<file path="config.mk">
export PLATFORM = sky130hd
export DESIGN_NAME = riscv_top_proc
export DESIGN_NICKNAME = d
export VERILOG_FILES = /design/src/rtl/riscv_top_proc_pkg.sv /design/src/rtl/riscv_top_proc_alu.sv /design/src/rtl/riscv_top_proc_regfile.sv /design/src/rtl/riscv_top_proc.sv
export SDC_FILE = /design/constraint.sdc
export NUM_CORES = 2
export LEC_CHECK = 0
export CORE_MARGIN = 4
export CORE_UTILIZATION = 55
export DETAILED_ROUTE_END_ITERATION = 7
export GPL_TIMING_DRIVEN = 0
export PLACE_DENSITY = 0.72
export REMOVE_ABC_BUFFERS = 1
export SETUP_SLACK_MARGIN = 0.15
export SKIP_CTS_REPAIR_TIMING = 1
export SLEW_MARGIN = 10
export SYNTH_ARGS = -nofsm -noshare
export SYNTH_HDL_FRONTEND = slang
export SYNTH_SLANG_ARGS = --single-unit
</file>
<file path="constraint.sdc">
create_clock -name clk -period 19 [get_ports clk]
set_input_delay 3.8 -clock clk [delete_from_list [all_inputs] [get_ports clk]]
set_output_delay 3.8 -clock clk [all_outputs]
set_load 0.1 [all_outputs]
</file>
<file path="src/rtl/riscv_top_proc_pkg.sv">
// Shared definitions for the multicycle RV32I-subset core: opcodes, ALU
// operation encoding, controller states and the funct3-to-ALU decode helper.
package riscv_top_proc_pkg;

  localparam logic [6:0] OP_R      = 7'b0110011;
  localparam logic [6:0] OP_IMM    = 7'b0010011;
  localparam logic [6:0] OP_LOAD   = 7'b0000011;
  localparam logic [6:0] OP_STORE  = 7'b0100011;
  localparam logic [6:0] OP_BRANCH = 7'b1100011;

  typedef enum logic [3:0] {
    ALU_AND,
    ALU_OR,
    ALU_ADD,
    ALU_SUB,
    ALU_SLT,
    ALU_SRL,
    ALU_SLL,
    ALU_SRA,
    ALU_XOR
  } alu_op_e;

  typedef enum logic [2:0] {
    S_IF,
    S_ID,
    S_EX,
    S_MEM,
    S_WB
  } state_e;

  // alt selects SUB over ADD and SRA over SRL (instruction bit 30)
  function automatic alu_op_e alu_from_funct(input logic [2:0] funct3, input logic alt);
    alu_op_e op;
    case (funct3)
      3'b000:  op = alt ? ALU_SUB : ALU_ADD;
      3'b001:  op = ALU_SLL;
      3'b010:  op = ALU_SLT;
      3'b100:  op = ALU_XOR;
      3'b101:  op = alt ? ALU_SRA : ALU_SRL;
      3'b110:  op = ALU_OR;
      3'b111:  op = ALU_AND;
      default: op = ALU_ADD;
    endcase
    return op;
  endfunction

endpackage

</file>
<file path="src/rtl/riscv_top_proc_alu.sv">
// 32-bit ALU with zero flag; shifts use the low five bits of operand b.
module riscv_alu
  import riscv_top_proc_pkg::*;
(
  input  logic [31:0] a,
  input  logic [31:0] b,
  input  alu_op_e     op,
  output logic [31:0] y,
  output logic        zero
);

  always_comb begin
    y = '0;
    case (op)
      ALU_AND: y = a & b;
      ALU_OR:  y = a | b;
      ALU_ADD: y = a + b;
      ALU_SUB: y = a - b;
      ALU_SLT: y = {31'b0, ($signed(a) < $signed(b))};
      ALU_SRL: y = a >> b[4:0];
      ALU_SLL: y = a << b[4:0];
      ALU_SRA: y = $unsigned($signed(a) >>> b[4:0]);
      ALU_XOR: y = a ^ b;
      default: y = '0;
    endcase
  end

  assign zero = (y == '0);

endmodule

</file>
<file path="src/rtl/riscv_top_proc_regfile.sv">
// 32x32 register file: two asynchronous read ports, one synchronous write
// port, x0 hardwired to zero, all registers cleared on reset.
module riscv_regfile (
  input  logic        clk,
  input  logic        rst_n,
  input  logic        we,
  input  logic [4:0]  waddr,
  input  logic [31:0] wdata,
  input  logic [4:0]  raddr1,
  input  logic [4:0]  raddr2,
  output logic [31:0] rdata1,
  output logic [31:0] rdata2
);

  logic [31:0] regs_q [32];
  logic [31:0] regs_d [32];

  always_comb begin
    regs_d = regs_q;
    if (we && (waddr != '0)) regs_d[waddr] = wdata;
  end

  always_ff @(posedge clk or negedge rst_n) begin
    if (!rst_n) begin
      for (int unsigned i = 0; i < 32; i++) regs_q[i] <= '0;
    end else begin
      regs_q <= regs_d;
    end
  end

  assign rdata1 = (raddr1 == '0) ? '0 : regs_q[raddr1];
  assign rdata2 = (raddr2 == '0) ? '0 : regs_q[raddr2];

endmodule

</file>
<file path="src/rtl/riscv_top_proc.sv">
// Multicycle RV32I-subset core: every instruction walks IF/ID/EX/MEM/WB,
// with register write and PC update both on the WB clock edge.
module riscv_top_proc
  import riscv_top_proc_pkg::*;
#(
  parameter logic [31:0] INITIAL_PC = 32'h00400000
) (
  input  logic        clk,
  input  logic        rst,
  input  logic [31:0] instr,
  input  logic [31:0] dReadData,
  output logic [31:0] PC,
  output logic [31:0] dAddress,
  output logic [31:0] dWriteData,
  output logic        MemRead,
  output logic        MemWrite,
  output logic [31:0] WriteBackData
);

  state_e      state_q, state_d;
  logic [31:0] pc_q, pc_d;
  logic [31:0] ir_q, ir_d;
  logic [31:0] alu_q, alu_d;
  logic        zero_q, zero_d;

  logic [6:0]  opcode;
  logic [2:0]  funct3;
  logic [4:0]  rs1_addr, rs2_addr, rd_addr;
  logic [31:0] rs1_val, rs2_val;
  logic [31:0] imm_i, imm_s, imm_b;
  logic [31:0] alu_b, alu_y;
  logic        alu_zero;
  alu_op_e     alu_op;
  logic        is_r, is_imm, is_load, is_store, is_branch;
  logic        writes_rd, rf_we;

  assign opcode   = ir_q[6:0];
  assign rd_addr  = ir_q[11:7];
  assign funct3   = ir_q[14:12];
  assign rs1_addr = ir_q[19:15];
  assign rs2_addr = ir_q[24:20];

  assign is_r      = (opcode == OP_R);
  assign is_imm    = (opcode == OP_IMM);
  assign is_load   = (opcode == OP_LOAD);
  assign is_store  = (opcode == OP_STORE);
  assign is_branch = (opcode == OP_BRANCH);
  assign writes_rd = is_r || is_imm || is_load;

  assign imm_i = {{20{ir_q[31]}}, ir_q[31:20]};
  assign imm_s = {{20{ir_q[31]}}, ir_q[31:25], ir_q[11:7]};
  assign imm_b = {{20{ir_q[31]}}, ir_q[7], ir_q[30:25], ir_q[11:8], 1'b0};

  always_comb begin
    alu_b  = imm_i;
    alu_op = ALU_ADD;
    if (is_r || is_branch) alu_b = rs2_val;
    else if (is_store)     alu_b = imm_s;
    // bit 30 of an I-type word is immediate data except for SRLI/SRAI
    if (is_r)           alu_op = alu_from_funct(funct3, ir_q[30]);
    else if (is_imm)    alu_op = alu_from_funct(funct3, ir_q[30] && (funct3 == 3'b101));
    else if (is_branch) alu_op = ALU_SUB;
  end

  riscv_alu u_alu (
    .a    (rs1_val),
    .b    (alu_b),
    .op   (alu_op),
    .y    (alu_y),
    .zero (alu_zero)
  );

  assign rf_we = (state_q == S_WB) && writes_rd;

  riscv_regfile u_regfile (
    .clk    (clk),
    .rst_n  (rst),
    .we     (rf_we),
    .waddr  (rd_addr),
    .wdata  (WriteBackData),
    .raddr1 (rs1_addr),
    .raddr2 (rs2_addr),
    .rdata1 (rs1_val),
    .rdata2 (rs2_val)
  );

  always_comb begin
    state_d = state_q;
    pc_d    = pc_q;
    ir_d    = ir_q;
    alu_d   = alu_q;
    zero_d  = zero_q;
    case (state_q)
      S_IF: begin
        ir_d    = instr;
        state_d = S_ID;
      end
      S_ID:  state_d = S_EX;
      S_EX: begin
        alu_d   = alu_y;
        zero_d  = alu_zero;
        state_d = S_MEM;
      end
      S_MEM: state_d = S_WB;
      S_WB: begin
        pc_d    = (is_branch && zero_q) ? (pc_q + imm_b) : (pc_q + 32'd4);
        state_d = S_IF;
      end
      default: state_d = S_IF;
    endcase
  end

  always_ff @(posedge clk or negedge rst) begin
    if (!rst) begin
      state_q <= S_IF;
      pc_q    <= INITIAL_PC;
      ir_q    <= '0;
      alu_q   <= '0;
      zero_q  <= 1'b0;
    end else begin
      state_q <= state_d;
      pc_q    <= pc_d;
      ir_q    <= ir_d;
      alu_q   <= alu_d;
      zero_q  <= zero_d;
    end
  end

  assign PC            = pc_q;
  assign dAddress      = alu_q;
  assign dWriteData    = rs2_val;
  assign MemRead       = (state_q == S_MEM) && is_load;
  assign MemWrite      = (state_q == S_MEM) && is_store;
  assign WriteBackData = is_load ? dReadData : alu_q;

endmodule

</file>
==> key figures <==
Setup path
  • Worst setup EP type: register
  • Crit path max-delay family: simple AND/OR/NAND/NOR gates
  • Critical Path AT: 12.78 ns
  • Worst-path fanout max: 50
  • Critical path required time: 19.71 ns
  • Worst setup SP type: register
  • WP buf/inv: 9
  • Biggest cell delay along the critical path: 0.91 ns
  • Slowest CP cell: o41ai_1
  • Setup CP Type: reg -> reg

Timing
  • Max frequency: 0.0828 GHz
  • Period minus WS final: 12.08 ns
  • Sum Neg Setup Slack: 0 ns
  • Worst Tran Pin Value: 1.43 ns
  • Period utilization: 63.6%
  • RSZ-0062 raised after global routing: false
  • Fin worst setup slack: 6.92 ns
  • Worst Skew: 0.0412 ns
  • Final Setup Violations: 0
  • Max-slew headroom: 4.12%
  • Fin. max-slew vios: 0
  • Hold Fails Final Rpt: 0

Synth
  • Top post-synthesis cells by area: dfrtp_1, mux4_2, a21oi_1
  • Top cell type's share of synthesized area: 41.4%
  • Most frequent cells after synthesis: dfrtp_1, nor2_1, a21oi_1
  • Post-synth EDFFs: 0
  • Area of the mapped netlist: 67900 um2
  • Gate Count Post-Synth: 6887
  • YS warnings: 0
  • Async SR Flop Fraction: 100%
  • Top-count cell post-synth: dfrtp_1
  • Yosys cell types: 110
  • Seq/Total Area, Yosys: 41.4%
  • Yosys reg bits: 1123
  • Ys flop type: dfrtp_1
  • Avg Inst Size Synth: 9.85 um2
  • Cell taking the most area after synthesis: dfrtp_1

Outcome
  • Status: finished clean

Floorplanning
  • Cell row count: 128
  • Die area: 129000 um2
  • IO Pins: 196
  • Core Area: 122000 um2
  • Die Ht: 359 um
  • Initial core utilization: 55.5%
  • Die width: 359 um

Clocking
  • CTS root buffer: clkbuf_16
  • CTS tree: built
  • Total CTS buffers: 117
  • Clk_lat worst skew: 0.80 ns
  • # H-tree levels: 3
  • Clk buf depth: 3
  • CTS clock-pin slew for the worst setup and hold paths: 0.06 ns
  • Clk sinks: 1123

Drt
  • DRC: 0
  • Drt wl/cell: 31.3 um
  • Router iterations before antenna repair: 8
  • Post-route ant nets: 0
  • Routed vias: 60200
  • DRT iter0 DRCs: 9933
  • Drt via density: 7.12
  • WL final: 264 mm

Global routing
  • Gr ovfl total: 0
  • M2 GR Usage: 56.9%
  • GRT met1 Usage: 54.3%
  • Global route hottest layer: met2
  • Met3 Use GR: 12.8%
  • Largest net degree at the start of global routing: 164
  • Initial antenna violation count: 8
  • GRT Total Usage: 40.3%
  • First-pass GRT wire length: 389 mm
  • Via count of the first global-routing pass: 58700

Place
  • Post-DP Area: 74000 um2
  • Routability Congestion: 1.06
  • IO buf count: 194
  • DP HPWL: 182 mm
  • Place WS: 7.58 ns

Power
  • VDD IR-drop max: 0.0920 mV
  • Final Power: 6.59 mW
  • PwrDens: 84.3 nW/um2
  • Leakage: 30.0 nW

Layout
  • Design Area, Final: 78100 um2
  • Layout cell share with drive strength beyond 1: 15.7%
  • Fin util: 63.9%
  • Area growth, synth to finish: 15.1%
  • Layout Nets: 6921

Min path
  • Worst Hold Class: reg -> reg

Run
  • Max-cap violations: 0
[cell type report]
type	count	area, um2
tap	1625	2030
fill	9430	44100
clock buffer	168	3400
sequential	1123	28100
inverter	141	531
multi-input combinational	4947	37100
clock inverter	48	631
timing repair buffer	394	6200
antenna	5	12.5
[sequential cells by signal (all words and copies together) (netlist names)]
name              cells
PC                   31
dAddress             32
ir_q                 32
state_q               3
u_regfile.regs_q   1024
zero_q                1
[cells by family after synthesis]
kind of cell / count (synthesis) / share of synthesized area, %
adders and majority gates: 131 / 2.45
and+or+nand+nor: 1884 / 11.7
DFF: 1123 / 41.4
xor gates and xnor gates: 32 / 0.413
AOI/OAI and AO/OA: 2059 / 18.3
buffers and inverters: 817 / 5.09
muxes: 840 / 20.6
other: 1 / 0.00553
[stage by stage]
step / std cells / hold WS [ns]
global placement: 8030 / 0.367
CTS: 8446 / 0.381
detailed placement: 8230 / 0.368
global route: 8447 / 0.383
floorplan: 6211 / 0.353
finish: 8451 / 0.387
[per-layer routing]
layer | routed length [um] | up-vias
met5 | 53 | -
met4 | 20000 | 8
met3 | 34300 | 1083
met2 | 111000 | 4292
met1 | 99000 | 29800
li1 | - | 24900
[worst paths after layout]
check	cells after the start	endpoint	slack (ns)	startpoint
worst max-delay path	29	zero_q$_DFFE_PN0N_	6.92	ir_q[21]$_DFFE_PN0P_
worst min-delay path	0	u_regfile.regs_q[1012]$_DFFE_PN0P_	0.39	u_regfile.regs_q[1012]$_DFFE_PN0P_
worst max register to register	29	zero_q$_DFFE_PN0N_	6.92	ir_q[21]$_DFFE_PN0P_
worst min register to register	0	u_regfile.regs_q[1012]$_DFFE_PN0P_	0.39	u_regfile.regs_q[1012]$_DFFE_PN0P_
max in group asynchronous	4	u_regfile.regs_q[172]$_DFFE_PN0P_	13.61	rst
min in group asynchronous	1	PC[29]$_DFFE_PN0P_	2.91	rst
[power by group]
part | leakage (nW) | switching (mW) | internal, mW | total [mW]
Combinational | 17.7 | 1.15 | 0.480 | 1.63
Sequential | 10.4 | 0.0909 | 2.43 | 2.52
Clock | 1.96 | 1.04 | 1.40 | 2.44
[layout by cell type (no fill, tap or decap), types with 67 or more instances in the layout]
master	n
mux4_2	411
clkdlybuf4s50_1	193
ha_1	128
nand2_1	589
dfrtp_1	1112
a21oi_1	891
o21ai_0	494
buf_16	84
clkbuf_16	118
nor2_1	902
mux2_2	88
a221oi_1	67
mux2i_1	289
o221ai_1	92
buf_12	76
inv_1	130
Power figures use the tool's default switching activity.
